<file path="src/rtl/seq_pkg.sv">
// Shared types and constants for the step sequencer.
// No logic; the event layout is the FIFO entry format.
package seq_pkg;

    typedef enum logic [1:0] {
        IDLE  = 2'd0,
        RUN   = 2'd1,
        DRAIN = 2'd2
    } state_t;

    localparam int EV_NOTE_W = 7;
    localparam int MIN_TPS   = 2;
    localparam int MIN_GATE  = 1;

    typedef struct packed {
        logic                 on;
        logic [EV_NOTE_W-1:0] note;
    } event_t;

endpackage

</file>
<file path="src/rtl/seq_event_fifo.sv">
// 2-entry first-fall-through FIFO; head entry drives out_dat directly.
// Latency: a push is visible on out_vld the following cycle.
// Backpressure: in_rdy is low only when full and the head is not being popped.
module seq_event_fifo #(
    parameter int W = 8
) (
    input  logic         clk,
    input  logic         reset,
    input  logic         in_vld,
    output logic         in_rdy,
    input  logic [W-1:0] in_dat,
    output logic         out_vld,
    input  logic         out_rdy,
    output logic [W-1:0] out_dat,
    output logic         full,
    output logic         empty
);

    logic [W-1:0] mem_q [2];
    logic [W-1:0] mem_d [2];
    logic         rd_ptr_q, rd_ptr_d;
    logic         wr_ptr_q, wr_ptr_d;
    logic [1:0]   count_q, count_d;
    logic         do_push, do_pop;

    always_comb begin
        full    = (count_q == 2'd2);
        empty   = (count_q == 2'd0);
        out_vld = !empty;
        out_dat = mem_q[rd_ptr_q];
        in_rdy  = !full || out_rdy;
        do_push = in_vld && in_rdy;
        do_pop  = out_vld && out_rdy;

        mem_d    = mem_q;
        rd_ptr_d = rd_ptr_q;
        wr_ptr_d = wr_ptr_q;
        count_d  = count_q;
        // When full, wr_ptr equals rd_ptr: the popped head is overwritten by the new entry.
        if (do_push) begin
            mem_d[wr_ptr_q] = in_dat;
            wr_ptr_d        = !wr_ptr_q;
        end
        if (do_pop) begin
            rd_ptr_d = !rd_ptr_q;
        end
        case ({do_push, do_pop})
            2'b10:   count_d = count_q + 2'd1;
            2'b01:   count_d = count_q - 2'd1;
            default: count_d = count_q;
        endcase
    end

    always_ff @(posedge clk) begin
        if (reset) begin
            mem_q[0] <= '0;
            mem_q[1] <= '0;
            rd_ptr_q <= 1'b0;
            wr_ptr_q <= 1'b0;
            count_q  <= 2'd0;
        end else begin
            mem_q    <= mem_d;
            rd_ptr_q <= rd_ptr_d;
            wr_ptr_q <= wr_ptr_d;
            count_q  <= count_d;
        end
    end

endmodule

</file>
<file path="src/rtl/step_sequencer.sv">
// Turns tempo pulses into note-on/off events from a 16-step pattern.
// Latency: event pushed on a pulse cycle is on ev_valid the next cycle.
// Backpressure: 2-entry event FIFO; overflow in RUN drops the event and sets overrun.
module step_sequencer
    import seq_pkg::*;
#(
    parameter int STEPS                 = 16,
    parameter int STEP_ADDR_W           = 4,
    parameter int NOTE_W                = EV_NOTE_W,
    parameter int TEMPO_RATE_DATA_WIDTH = 16,
    parameter int TICK_W                = 8
) (
    input  logic                             clk,
    input  logic                             reset,
    input  logic                             start,
    input  logic                             stop,
    input  logic [TEMPO_RATE_DATA_WIDTH-1:0] tempo_rate_cfg,
    input  logic [STEP_ADDR_W-1:0]           last_step,
    input  logic [TICK_W-1:0]                ticks_per_step,
    input  logic [TICK_W-1:0]                gate_ticks,
    input  logic                             pat_we,
    input  logic [STEP_ADDR_W-1:0]           pat_addr,
    input  logic [NOTE_W:0]                  pat_wdata,
    output logic                             tempo_enable,
    output logic [TEMPO_RATE_DATA_WIDTH-1:0] tempo_rate,
    input  logic                             tempo_pulse,
    output logic                             ev_valid,
    input  logic                             ev_ready,
    output logic [NOTE_W-1:0]                ev_note,
    output logic                             ev_on,
    output logic [STEP_ADDR_W-1:0]           step_idx,
    output logic                             busy,
    output logic                             overrun
);

    state_t                           state_q, state_d;
    logic [TEMPO_RATE_DATA_WIDTH-1:0] tempo_rate_q, tempo_rate_d;
    logic [STEP_ADDR_W-1:0]           last_step_q, last_step_d;
    logic [TICK_W-1:0]                tps_q, tps_d;
    logic [TICK_W-1:0]                gate_q, gate_d;
    logic [STEP_ADDR_W-1:0]           step_idx_q, step_idx_d;
    logic [TICK_W-1:0]                tick_cnt_q, tick_cnt_d;
    logic                             sounding_q, sounding_d;
    logic [NOTE_W-1:0]                note_q, note_d;
    logic                             overrun_q, overrun_d;
    logic [NOTE_W:0]                  pattern_q [STEPS];
    logic [NOTE_W:0]                  pattern_d [STEPS];

    logic [NOTE_W:0]    entry;
    logic [TICK_W-1:0]  tps_c, gate_lo, gate_c;
    logic               push_vld, push_rdy;
    event_t             push_dat, head;
    logic               fifo_full, fifo_empty;

    always_comb begin
        pattern_d = pattern_q;
        if (pat_we) begin
            pattern_d[pat_addr] = pat_wdata;
        end
    end

    always_comb begin
        tps_c   = (ticks_per_step < TICK_W'(MIN_TPS)) ? TICK_W'(MIN_TPS) : ticks_per_step;
        gate_lo = (gate_ticks < TICK_W'(MIN_GATE)) ? TICK_W'(MIN_GATE) : gate_ticks;
        // Gate strictly shorter than the step keeps note-off apart from the next note-on.
        gate_c  = (gate_lo > tps_c - TICK_W'(1)) ? tps_c - TICK_W'(1) : gate_lo;
        entry   = pattern_q[step_idx_q];

        state_d      = state_q;
        tempo_rate_d = tempo_rate_q;
        last_step_d  = last_step_q;
        tps_d        = tps_q;
        gate_d       = gate_q;
        step_idx_d   = step_idx_q;
        tick_cnt_d   = tick_cnt_q;
        sounding_d   = sounding_q;
        note_d       = note_q;
        overrun_d    = overrun_q;
        push_vld     = 1'b0;
        push_dat     = '0;

        case (state_q)
            IDLE: begin
                if (start && !stop) begin
                    tempo_rate_d = tempo_rate_cfg;
                    last_step_d  = last_step;
                    tps_d        = tps_c;
                    gate_d       = gate_c;
                    overrun_d    = 1'b0;
                    step_idx_d   = '0;
                    tick_cnt_d   = '0;
                    sounding_d   = 1'b0;
                    state_d      = RUN;
                end
            end
            RUN: begin
                if (stop) begin
                    state_d = sounding_q ? DRAIN : IDLE;
                end else if (tempo_pulse) begin
                    if (tick_cnt_q == '0 && !entry[NOTE_W]) begin
                        push_vld      = 1'b1;
                        push_dat.on   = 1'b1;
                        push_dat.note = entry[NOTE_W-1:0];
                        sounding_d    = 1'b1;
                        note_d        = entry[NOTE_W-1:0];
                    end
                    if (tick_cnt_q == gate_q && sounding_q) begin
                        push_vld      = 1'b1;
                        push_dat.on   = 1'b0;
                        push_dat.note = note_q;
                        sounding_d    = 1'b0;
                    end
                    if (tick_cnt_q == tps_q - TICK_W'(1)) begin
                        tick_cnt_d = '0;
                        step_idx_d = (step_idx_q == last_step_q) ? '0
                                   : step_idx_q + STEP_ADDR_W'(1);
                    end else begin
                        tick_cnt_d = tick_cnt_q + TICK_W'(1);
                    end
                    if (push_vld && !push_rdy) begin
                        overrun_d = 1'b1;
                    end
                end
            end
            DRAIN: begin
                push_vld      = 1'b1;
                push_dat.on   = 1'b0;
                push_dat.note = note_q;
                if (push_rdy) begin
                    sounding_d = 1'b0;
                    state_d    = IDLE;
                end
            end
            default: state_d = IDLE;
        endcase
    end

    always_ff @(posedge clk) begin
        if (reset) begin
            state_q      <= IDLE;
            tempo_rate_q <= '0;
            last_step_q  <= '0;
            tps_q        <= '0;
            gate_q       <= '0;
            step_idx_q   <= '0;
            tick_cnt_q   <= '0;
            sounding_q   <= 1'b0;
            note_q       <= '0;
            overrun_q    <= 1'b0;
            for (int i = 0; i < STEPS; i++) begin
                pattern_q[i] <= '0;
            end
        end else begin
            state_q      <= state_d;
            tempo_rate_q <= tempo_rate_d;
            last_step_q  <= last_step_d;
            tps_q        <= tps_d;
            gate_q       <= gate_d;
            step_idx_q   <= step_idx_d;
            tick_cnt_q   <= tick_cnt_d;
            sounding_q   <= sounding_d;
            note_q       <= note_d;
            overrun_q    <= overrun_d;
            pattern_q    <= pattern_d;
        end
    end

    seq_event_fifo #(
        .W($bits(event_t))
    ) u_fifo (
        .clk     (clk),
        .reset   (reset),
        .in_vld  (push_vld),
        .in_rdy  (push_rdy),
        .in_dat  (push_dat),
        .out_vld (ev_valid),
        .out_rdy (ev_ready),
        .out_dat (head),
        .full    (fifo_full),
        .empty   (fifo_empty)
    );

    assign ev_on        = head.on;
    assign ev_note      = head.note;
    assign tempo_enable = (state_q == RUN);
    assign tempo_rate   = tempo_rate_q;
    assign step_idx     = step_idx_q;
    assign busy         = (state_q != IDLE);
    assign overrun      = overrun_q;

endmodule

</file>
<file path="config.mk">
export PLATFORM = sky130hd
export DESIGN_NAME = step_sequencer
export DESIGN_NICKNAME = d
export VERILOG_FILES = /design/src/rtl/seq_pkg.sv /design/src/rtl/seq_event_fifo.sv /design/src/rtl/step_sequencer.sv
export SDC_FILE = /design/constraint.sdc
export NUM_CORES = 1
export LEC_CHECK = 0
export BUFFER_PORTS_ARGS = -buffer_cell sky130_fd_sc_hd__buf_2
export CAP_MARGIN = 0
export CORE_MARGIN = 2
export CORE_UTILIZATION = 55
export CTS_BUF_LIST = sky130_fd_sc_hd__clkbuf_4
export DETAILED_ROUTE_END_ITERATION = 6
export GPL_ROUTABILITY_DRIVEN = 0
export GPL_TIMING_DRIVEN = 0
export MAX_ROUTING_LAYER = met4
export PLACE_DENSITY = 0.88
export SLEW_MARGIN = 25
export SYNTH_ARGS = -nofsm -noshare
export SYNTH_HDL_FRONTEND = slang
export SYNTH_SLANG_ARGS = --single-unit
</file>
<file path="constraint.sdc">
create_clock -name clk -period 3.2 [get_ports clk]
set_input_delay 0.64 -clock clk [delete_from_list [all_inputs] [get_ports clk]]
set_output_delay 0.64 -clock clk [all_outputs]
set_load 0.005 [all_outputs]
</file>
==> results.md <==
- Status: finished with violations
- Failing checks: DRC
- Comb pwr share: 10.9%
- Nets: 1228
- Cell count of the worst reg-to-reg path: 7
- Drt wl/cell: 18.2 µm
- Clk root buf: clkbuf_4
- Die area: 0.0191 mm²
- Crit end category: flop
- Routed Antenna Nets: 0
- LEAKAGE: 4.63 nW
- Hold depth: 3
- Iter 0 DRT Violations: 647
- Setup Crit Path Kind: input pin to flop
- GRT Overall Usage: 27.6%
- Flop pwr share: 49.2%
- Starting Density: 55.6%
- # rows: 49
- Clk Latency, worst-skew pair: 700 ps
- Nature of the critical path startpoint: input pin
- Die height: 138 µm
- Vias post-DR: 8402
- Detailed Place HPWL: 18300 µm
- Internal: 3.96 mW
- Hold Path Class: input pin to flop
- Yosys warning count: 0
- Port bufs: 86
- Number of CTS-inserted buffers: 51
- DRT Pass-1 Iters: 7
- Largest net degree at the start of global routing: 15
- Share of cells above drive strength 1: 19.9%
- Synth Flop Type: dfxtp_1
- Worst EP required: 3730 ps
- Worst setup margin: 166 ps
- Yosys cell types: 61
- Register area share after synthesis: 41.9%
- DRC Markers: 7
- Worst-path maximum fanout: 9
- Number of max-cap violations: 0
- Crit-path slowest cell: or3_1
- Post-Route Utilization: 63.3%
- Critical Path AT: 3560 ps
- Layout Skew: 63.7 ps
- Top post-synthesis cells by area: dfxtp_1 (42%), mux2i_1 (14%), mux4_2 (8.0%)
- Cell mode on critical path: o21a_1
- Overall routed net length: 25900 µm
- Postcts setup bufs: 0
- Post-cts resize count: 0
- Worst-margin pin slew: 1060 ps
- Final setup viols: 0
- Die Width: 138 µm
- Max Freq: 330 MHz
- Core Box Area: 0.0178 mm²
- Largest stage delay, worst path: 430 ps
- Reg-to-reg startpoint: step_idx[1]
- Hold slack: 207 ps
- Clock transition at path regs: 60 ps
- TritonCTS Sinks: 207
- Mapped cell area: 0.00988 mm²
- RSZ-0062 raised after global routing: no
- Max H-tree Level: 2
- Non-Filler Instances: 1423
- CTS tree: done
- Hold Path Sink: last_step_q[0]
- Boundary Pins: 87
- Count of final max-slew check failures: 0
- Cell Chain, Critical Path: buf_2, or3_1, o41ai_2, a21boi_0, ha_1, nor2b_1, o21a_1, o21ai_0, a21oi_1, o21a_1, o311a_1
- First-pass GRT wire length: 42000 µm
- Clock group share of total power: 39.9%
- Async S/R FF share, synth: 0%
- Post-synth EDFFs: 0
- Final hold viol count: 0
- Syn avg cell area: 9.72 µm²
- Synthesized flop and latch total: 207
- Tmin final: 3030 ps
- Hold_buf cts: 0
- Fin crit share: 94.8%
- Post-Synthesis Cells: 1017
- Capture point of the worst reg-to-reg path: u_fifo.mem_q[5]
- Fillers: 1391
- Yosys top cell by area: dfxtp_1
- GRT overflow: 0
- Sw Share: 27.5%
- Longest Clk Path Bufs: 3
- Placed cells: 1332
- Syn Nets: 1089
- Max_slew headroom: 29.0%
- Synth top area share: 41.9%
- Peak supply drop: 0.359 mV
- Via/cell ratio: 5.90
- Antenna violations before repair: 1
- Top-count cell post-synth: dfxtp_1
- Vias in the first global route: 8339
- Switch Pwr: 1.50 mW
- Area Growth Syn to Fin: 13.9%
- Worst slack, placed: -468 ps
- Pwr Density: 486 mW/mm²
- Setup slack on the worst flop-to-flop path: 260 ps
- Min-delay src: last_step[0]
- Post-synth top cells: dfxtp_1 (207), nor2_1 (177), mux2i_1 (140)
metrics by stage:
step	power [mW]	instance area [µm²]	TNS [ps]
floorplan	3.13	9890	0
global placement	3.30	10600	-2240
detailed placement	3.33	10600	-2810
CTS	5.47	11200	0
global route	5.66	11300	0
finish	5.46	11300	0
critical path, delay by kind of cell:
kind / cells / cell delay, ps
and+or+nand+nor: 2 / 560
AOI/OAI and AO/OA: 7 / 1910
adders and majority gates: 1 / 330
buffers and inverters: 1 / 130
routing by layer:
layer,up-vias,global-route usage [%],wire [µm]
li1,3899,-,-
met1,4064,33.9,10600
met2,375,44.6,12500
met3,64,4.71,1870
met4,0,12.7,868
met5,-,-,0
power groups by stage:
stage / Sequential, mW / Clock, mW / Combinational (mW)
floorplan: 2.73 / 0 / 0.394
global placement: 2.74 / 0 / 0.562
detailed placement: 2.74 / 0 / 0.581
CTS: 2.69 / 2.19 / 0.587
global route: 2.69 / 2.31 / 0.652
finish: 2.69 / 2.18 / 0.597
area by class of cell:
class / instances / area [µm²] / share of cell area [%]
multi-input cells: 716 / 5370 / 47.8
clock inverters: 13 / 57.6 / 0.512
flip-flops and latches: 207 / 4140 / 36.8
well taps: 229 / 287 / 2.55
inverters: 19 / 71.3 / 0.634
clock buffers: 77 / 578 / 5.14
plain buffers: 75 / 308 / 2.74
repair buffers: 86 / 430 / 3.83
diodes: 1 / 2.50 / 0.0222
cell families (layout without fill, tap and decap cells):
kind of cell	count (synthesis)	in the layout	synth area share (%)
AO/OA/AOI/OAI	134	134	9.19
flip-flops	207	207	41.9
adder cells (fa/ha/maj)	17	17	2.15
XOR/XNOR	35	35	3.10
other	0	1	0
multiplexers	187	187	24.0
AND/OR/NAND/NOR	343	343	15.8
buffers and inverters	94	270	3.84
how the worst max path moves through the flow:
| stage | startpoint | to | slack [ps] | cells after the start |
|---|---|---|---|---|
| 6_report | ticks_per_step[6] | gate_q[7] | 170 | 11 |
| 5_1_grt | ticks_per_step[6] | gate_q[7] | 30 | 12 |
| 4_1_cts | state_q[1] | u_fifo.count_q[1] | 200 | 10 |
| 3_5_place_dp | ticks_per_step[6] | gate_q[7] | -470 | 11 |
| 3_3_place_gp | ticks_per_step[6] | gate_q[7] | -460 | 11 |
| 2_1_floorplan | ticks_per_step[6] | gate_q[7] | 10 | 11 |
flip-flops by register name, indices dropped and copies added, names as in the netlist, 4 cells and up:
name	count
note_q	7
tps_q	8
step_idx	4
tick_cnt_q	8
gate_q	8
tempo_rate	16
pattern_q	128
u_fifo.mem_q	16
last_step_q	4
cells in the final DEF (no fill, tap or decap), types with 3 or more instances in the layout:
cell type  netlist  routed
a211oi_1         3       3
a21oi_1         52      52
a22oi_1          9       9
and2_1           8       8
and3_1           4       4
buf_1           11      11
buf_2            9      95
clkbuf_1        53      53
clkbuf_4         0      77
clkinv_1         0      11
dfxtp_1        207     207
ha_1            17      17
inv_1           19      19
mux2_2           9       9
mux2i_1        140     140
mux4_1           3       3
mux4_2          35      35
nand2_1         69      69
nand2b_1         9       9
nand3_1         20      20
nand4_1          8       8
nor2_1         177     177
nor2b_1          9       9
nor3_1           8       8
nor3b_1          4       4
nor4_1           5       5
o2111ai_1        4       4
o211ai_1        12      12
o21a_1           5       5
o21ai_0         12      11
o31ai_1         17      17
or3_1            6       6
xnor2_1         18      18
xor2_1          17      17
No activity file was read; power rests on OpenSTA's default activity.
